File: src/rtl/branch_resolve_queue.sv
// branch_resolve_queue
// In-order queue between the global-history branch predictor and the
// execute stage. Each issued prediction is buffered until execute resolves
// it; the resolution pops the oldest entry and, one cycle later, emits a
// single-cycle training strobe plus a mispredict flag. Saturating counters
// track resolved branches and mispredictions.
//
// Optional build macro: BRANCH_RESOLVE_QUEUE_FLUSH_EN
//   When defined, a mispredicting resolve discards all younger (wrong-path)
//   entries, including an enqueue in the same cycle.
//
// Ports:
//   clk             clock, rising edge
//   reset           asynchronous active-low reset
//   pred_val        prediction issued this cycle
//   pred_taken      predicted direction
//   pred_pc         PC of predicted branch
//   pred_rdy        queue not full (combinational from registered occupancy)
//   res_val         execute presents a resolved outcome
//   res_taken       actual direction
//   res_rdy         queue not empty (combinational from registered occupancy)
//   update_en       one-cycle training strobe
//   update_val      actual outcome for training (holds between strobes)
//   update_pc       PC of trained branch (holds between strobes)
//   mispredict      one-cycle strobe with update_en when direction was wrong
//   count           current occupancy
//   num_branches    saturating resolved-branch count
//   num_mispredicts saturating mispredict count
module branch_resolve_queue #(
    parameter int unsigned DEPTH = 8,
    parameter int unsigned CNT_W = 32
) (
    input  logic                     clk,
    input  logic                     reset,
    input  logic                     pred_val,
    input  logic                     pred_taken,
    input  logic [31:0]              pred_pc,
    output logic                     pred_rdy,
    input  logic                     res_val,
    input  logic                     res_taken,
    output logic                     res_rdy,
    output logic                     update_en,
    output logic                     update_val,
    output logic [31:0]              update_pc,
    output logic                     mispredict,
    output logic [$clog2(DEPTH):0]   count,
    output logic [CNT_W-1:0]         num_branches,
    output logic [CNT_W-1:0]         num_mispredicts
);

    localparam int unsigned PTR_W = $clog2(DEPTH);
    localparam int unsigned OCC_W = PTR_W + 1;
    localparam int unsigned PC_W  = 32;

    typedef struct packed {
        logic            taken;
        logic [PC_W-1:0] pc;
    } entry_t;

    entry_t               mem_q [DEPTH];

    logic [PTR_W-1:0]     head_q, head_d;
    logic [PTR_W-1:0]     tail_q, tail_d;
    logic [OCC_W-1:0]     count_q, count_d;
    logic                 upd_en_q, upd_en_d;
    logic                 upd_val_q, upd_val_d;
    logic [PC_W-1:0]      upd_pc_q, upd_pc_d;
    logic                 mis_q, mis_d;
    logic [CNT_W-1:0]     nb_q, nb_d;
    logic [CNT_W-1:0]     nm_q, nm_d;

    logic                 full_c;
    logic                 empty_c;
    logic                 enq_fire_c;
    logic                 res_fire_c;
    logic                 pop_mis_c;
    logic                 flush_c;
    logic                 wr_en_c;
    entry_t               head_entry_c;

    // Full/empty decided purely from occupancy
    assign full_c     = (count_q == OCC_W'(DEPTH));
    assign empty_c    = (count_q == OCC_W'(0));
    assign pred_rdy   = !full_c;
    assign res_rdy    = !empty_c;

    assign enq_fire_c   = pred_val && !full_c;
    assign res_fire_c   = res_val && !empty_c;
    assign head_entry_c = mem_q[head_q];
    assign pop_mis_c    = head_entry_c.taken ^ res_taken;

`ifdef BRANCH_RESOLVE_QUEUE_FLUSH_EN
    // Younger entries are wrong-path once the oldest one mispredicts
    assign flush_c = res_fire_c && pop_mis_c;
`else
    assign flush_c = 1'b0;
`endif

    assign wr_en_c = enq_fire_c && !flush_c;

    // Next-state logic for pointers, occupancy, strobes and statistics
    always_comb begin
        head_d    = head_q;
        tail_d    = tail_q;
        count_d   = count_q;
        upd_en_d  = 1'b0;
        upd_val_d = upd_val_q;
        upd_pc_d  = upd_pc_q;
        mis_d     = 1'b0;
        nb_d      = nb_q;
        nm_d      = nm_q;

        if (enq_fire_c) begin
            tail_d = tail_q + PTR_W'(1);
        end

        if (res_fire_c) begin
            head_d    = head_q + PTR_W'(1);
            upd_en_d  = 1'b1;
            upd_val_d = res_taken;
            upd_pc_d  = head_entry_c.pc;
            mis_d     = pop_mis_c;
            if (nb_q != {CNT_W{1'b1}}) begin
                nb_d = nb_q + CNT_W'(1);
            end
            if (pop_mis_c && (nm_q != {CNT_W{1'b1}})) begin
                nm_d = nm_q + CNT_W'(1);
            end
        end

        case ({enq_fire_c, res_fire_c})
            2'b10:   count_d = count_q + OCC_W'(1);
            2'b01:   count_d = count_q - OCC_W'(1);
            default: count_d = count_q;
        endcase

        if (flush_c) begin
            tail_d  = head_q + PTR_W'(1);
            count_d = OCC_W'(0);
        end
    end

    // Control and output registers
    always_ff @(posedge clk or negedge reset) begin
        if (!reset) begin
            head_q    <= '0;
            tail_q    <= '0;
            count_q   <= '0;
            upd_en_q  <= 1'b0;
            upd_val_q <= 1'b0;
            upd_pc_q  <= '0;
            mis_q     <= 1'b0;
            nb_q      <= '0;
            nm_q      <= '0;
        end else begin
            head_q    <= head_d;
            tail_q    <= tail_d;
            count_q   <= count_d;
            upd_en_q  <= upd_en_d;
            upd_val_q <= upd_val_d;
            upd_pc_q  <= upd_pc_d;
            mis_q     <= mis_d;
            nb_q      <= nb_d;
            nm_q      <= nm_d;
        end
    end

    // Entry storage, deliberately not reset
    always_ff @(posedge clk) begin
        if (wr_en_c) begin
            mem_q[tail_q] <= '{taken: pred_taken, pc: pred_pc};
        end
    end

    assign update_en       = upd_en_q;
    assign update_val      = upd_val_q;
    assign update_pc       = upd_pc_q;
    assign mispredict      = mis_q;
    assign count           = count_q;
    assign num_branches    = nb_q;
    assign num_mispredicts = nm_q;

endmodule

File: config.mk
export PLATFORM = sky130hd
export DESIGN_NAME = branch_resolve_queue
export DESIGN_NICKNAME = d
export VERILOG_FILES = /design/src/rtl/branch_resolve_queue.sv
export SDC_FILE = /design/constraint.sdc
export NUM_CORES = 1
export LEC_CHECK = 0
export CAP_MARGIN = 20
export CORE_AREA = 3 3 197 199
export DETAILED_ROUTE_END_ITERATION = 7
export DIE_AREA = 0 0 200 202
export GPL_TIMING_DRIVEN = 0
export SLEW_MARGIN = 20
export SYNTH_ARGS = -nofsm -noshare
export SYNTH_HDL_FRONTEND = slang
export SYNTH_SLANG_ARGS = --single-unit
export TNS_END_PERCENT = 30
File: constraint.sdc
create_clock -name clk -period 7.65 [get_ports clk]
set_input_delay 1.9125 -clock clk [delete_from_list [all_inputs] [get_ports clk]]
set_output_delay 1.9125 -clock clk [all_outputs]
set_load 0.05 [all_outputs]
# Word level (Yosys, flattened, before mapping)
# Memories as Yosys holds them, arrays and structs flattened.
# Index checks and enable logic that the tools add are counted.
# totals
elab_cells	36
ramBits	264
regBits	109
out_inout_bits	105
mem_count	1
input_bits	38
# classes
bitwise	1
add_sub_neg	6
eq_ne	5
muxes	5
reduce_logical	9
# memory_table
name	depth	width	rd	rd_ports_with_merged_regs	wr	line_no	rtl
mem_q	8	33	1	0	1	60	entry_t mem_q [DEPTH];
# op_table
operator	count
32-bit by 1-bit adder with 32-bit output, second input constant	2
32-bit inequality test, second input constant	2
4-bit one-hot mux with 2 select lines	1
3-bit by 1-bit adder with 3-bit output, second input constant	2
4-bit by 1-bit adder with 4-bit output, second input constant	1
4-bit == test, second input constant	1
4-bit logical NOT	1
1-bit 2-to-1 mux	4
2-bit AND reduction	2
4-bit by 1-bit subtractor with 4-bit output, second input constant	1
1-bit logical AND	3
2-bit by 1-bit == test with 1-bit output, second input constant	1
2-bit == test, second input constant	1
1-bit logical NOT	2
2-bit nonzero test	1
1-bit bitwise XOR	1

# Depth between registers and ports, before layout
# depth
word_depth	5
ltp_mapped	11
mapped_depth_nobuf	10

# Least setup slack after synthesis
# Ideal clock, no wire load.
# synth_path
kind	input -> register
start	input pred_val
end	memory mem_q[2][0] in the netlist's numbering, enable pin
setup_time_ns	0.518
slack_ns	1.525
cell_stages	2
arrival_ns	5.607
required_ns	7.132
n_path_buf	0
path_cell_list	nand2_1 -> nor4b_1
# synth_between
elab_chain_cells	3
# synth_lines
element	line_no	rtl
start: declaration	35	input logic pred_val,
1-bit logical AND	87	assign enq_fire_c = pred_val && !full_c;
1-bit 2-to-1 mux	170	if (wr_en_c) begin
1-bit 2-to-1 mux (implied by the code)	171	mem_q[tail_q] <= '{taken: pred_taken, pc: pred_pc};
end: declaration	60	
# Every way passes these cells.

# Worst setup path in the final report
# layout_path
start	input pred_val
end	memory mem_q[2][14] in the netlist's numbering, enable pin
# The elaborated chain is that of the path after synthesis.

==> qor.txt <==
GRT overflow: 0
status: finished, final reports clean
multi-input logic area: 4030 um^2
share of flip-flops with an asynchronous set or reset: 29.2%
Clock Skews: 0.0143 ns
CP Class: in2reg
fin crit share: 54.2%
GRT Resource Usage Total: 16.7%
worst hold slack: 0.479 ns
final setup fails: 0
Die H: 202 um
R2R depth: 8
Root Buffer: clkbuf_16
Yosys reg bits: 373
wl on met1: 14700 um
first-pass GRT wire length: 51700 um
hold crit path type: reg2reg
worst slew pin tran: 0.968 ns
placer congestion estimate: 0.789
Top Layer Used: met5
Initial Utilization: 39.7%
Achievable Freq: 241 MHz
Critical R2R Launch: count[0]$_DFFE_PN0P_
hold path depth: 2
drt pass-1 iters: 4
Pleak: 6.73 nW
Synth Area per Inst: 17.3 um^2
Hold Vio Cnt, Final: 0
Synth cell types: 43
Die Area: 40400 um^2
HPWL after detailed placement: 22600 um
MaxCap Viol Count: 0
Residual DRC: 0
crit end category: register
final WL: 32700 um
routed wl met2: 15700 um
initial antenna violation count: 4
CP most frequent cell: buf_2
Buf/Inv on CP: 5
hold buffer count at CTS: 0
fin util: 49.8%
Seq/Total Area, Yosys: 71.8%
Die Wd: 200 um
crit path DAT: 4.38 ns
depth of the CTS H-tree: 2
largest fanout on the critical path: 8
Hold Crit Endpoint: update_pc[5]$_DFFE_PN0P_
Layout fillers: 3143
Post-CTS Setup Bufs: 0
relative slew slack: 35.5%
core area: 37400 um^2
clk slew on worst S/H paths: 0.06 ns
Post-synth EDFFs: 264
startpoint types: input pin
R2R Setup Slk: 4.61 ns
Clock Latency Late Sink: 0.55 ns
FP Rows: 71
Max clock buf depth: 3
post-DR wirelength/cell: 20.1 um
synth warn: 0
largest net degree at the start of global routing: 66
vias in the first global route: 8502
1st-iter DRT viols: 507
io pins: 143
crit-path max cell delay: 0.70 ns
syn_nets: 901
CTS tree: yes
Post-Syn Area: 14800 um^2
Top FF cell, synth: edfxtp_1
CTS Buf Count: 40
hold path start: update_pc[5]$_DFFE_PN0P_
nets@finish: 1129
via count: 8231
Worst EP required: 7.89 ns
VDD IR max: 0.186 mV
share of layout cells above drive strength 1: 17.8%
Routed Antenna Nets: 0
Area growth, synth to finish: 25.5%
post-cts repair resize count: 0
Synth Instances: 856
dpl cells: 1553
met3 wire len: 1750 um
Cell Count, Final, Fillers Out: 1626
Tmin final: 4.15 ns
via-per-instance ratio: 5.06
RR Endpoint: mem_q[2][14]$_DFFE_PP_
Final Max Slew Viols: 0
antenna fix cells: 0
Port Buffer Count: 142
worst-path cell chain: clkdlybuf4s50_1, nand2_1, nor4b_2, buf_2, buf_2, buf_2, buf_2
slowest cell on the critical path: nor4b_2
register area: 10700 um^2
Pwr Density: 368 nW/um^2
clk sink count: 373
Worst path top cell family by delay: buffers and inverters
RSZ-0062 raised after global routing: false
cells by family after synthesis:
kind of cell    after synthesis  share of synthesized area [%]
compound gates               45                           1.75
mux                         108                           12.9
fa+ha+maj                     7                          0.590
xor+xnor                     66                           3.90
simple gates                214                           7.72
flops                       373                           71.8
buf+inv                      43                           1.34
cells in the final DEF, fill, tap and decap left out, types with 5 or more instances in the layout:
cell and instances:
a21oi_1 7, and2_1 5, and3_1 17, and4_1 12, buf_1 5, buf_2 28, buf_4 18, buf_6 10
clkbuf_1 27, clkbuf_16 40, clkbuf_8 6, clkdlybuf4s50_1 141, clkinv_1 5, dfrtp_1 109, edfxtp_1 264, ha_1 7
inv_1 6, mux2i_1 37, mux4_2 65, nand2_1 63, nand2b_1 5, nand3_1 28, nand4_1 33, nor2_1 20
nor3_1 11, o21ai_0 33, xnor2_1 47, xor2_1 19
per-layer routing:
layer	vias up	track usage [%]
met5	-	0
met4	8	3.84
met3	42	3.43
met2	217	26.8
met1	4172	23.5
li1	3792	-
through the flow:
stage	total power, mW	setup slack [ns]	cell area [um^2]	TNS [ns]
3_3_place_gp	4.94	-3.09	16900	-354.35
3_5_place_dp	5.00	2.87	17300	0
2_1_floorplan	4.20	1.53	14800	0
5_1_grt	7.20	3.34	18600	0
6_report	6.86	3.50	18600	0
4_1_cts	6.97	3.44	18600	0
report_power, final:
group	total (mW)	switching (mW)	internal (mW)
combinational	2.20	1.32	0.887
sequential	2.70	0.166	2.54
clock	1.95	0.788	1.17
total	6.86	2.27	4.59
state kept, by name, summed over array words and instances (netlist names):
name / count
num_branches: 32
mispredict: 1
update_pc: 32
tail_q: 3
count: 4
num_mispredicts: 32
update_en: 1
head_q: 3
update_val: 1
mem_q: 264
synth_stat cells (all sizes together) (3+ instances only):
library cell,instances,share of area [%]
edfxtp,264,53
dfrtp,109,18
mux4,65,9.9
nand2,63,1.6
xnor2,47,2.8
mux2i,38,2.6
nand4,33,1.4
o21ai,33,1.1
nand3,28,0.94
nor2,21,0.53
xor2,19,1.1
buf,18,0.71
clkbuf,18,0.46
and3,17,0.72
nor3,14,0.51
and4,12,0.71
a21oi,7,0.24
ha,7,0.59
inv,7,0.18
and2,5,0.21
mux2,5,0.38
nand2b,5,0.21
nor3b,4,0.20
nor4,3,0.17
final cells by class:
cell class	instances	share of cell area, %
well taps	511	3.43
clock inverters	18	1.18
plain buffers	36	0.927
clock buffers	55	6.00
multi-input cells	440	21.6
flip-flops and latches	373	57.2
repair buffers	186	9.45
inverters	7	0.141
how the worst max path moves through the flow:
stage | start | end | slack [ns] | cells past startpoint
global placement | pred_val | mem_q[2][21]$_DFFE_PP_ | -3.09 | 3
floorplan | pred_val | mem_q[2][0]$_DFFE_PP_ | 1.53 | 2
detailed placement | pred_val | mem_q[2][14]$_DFFE_PP_ | 2.87 | 7
CTS | pred_val | mem_q[2][14]$_DFFE_PP_ | 3.44 | 7
finish | pred_val | mem_q[2][14]$_DFFE_PP_ | 3.50 | 7
global route | pred_val | mem_q[2][13]$_DFFE_PP_ | 3.34 | 7
tightest hold or removal path: cells and delay by family (launching register included):
kind | cells | cell delay, ns
DFF | 1 | 0.34
AOI/OAI and AO/OA | 1 | 0.06
and+or+nand+nor | 1 | 0.04
Power figures use the tool's default switching activity.
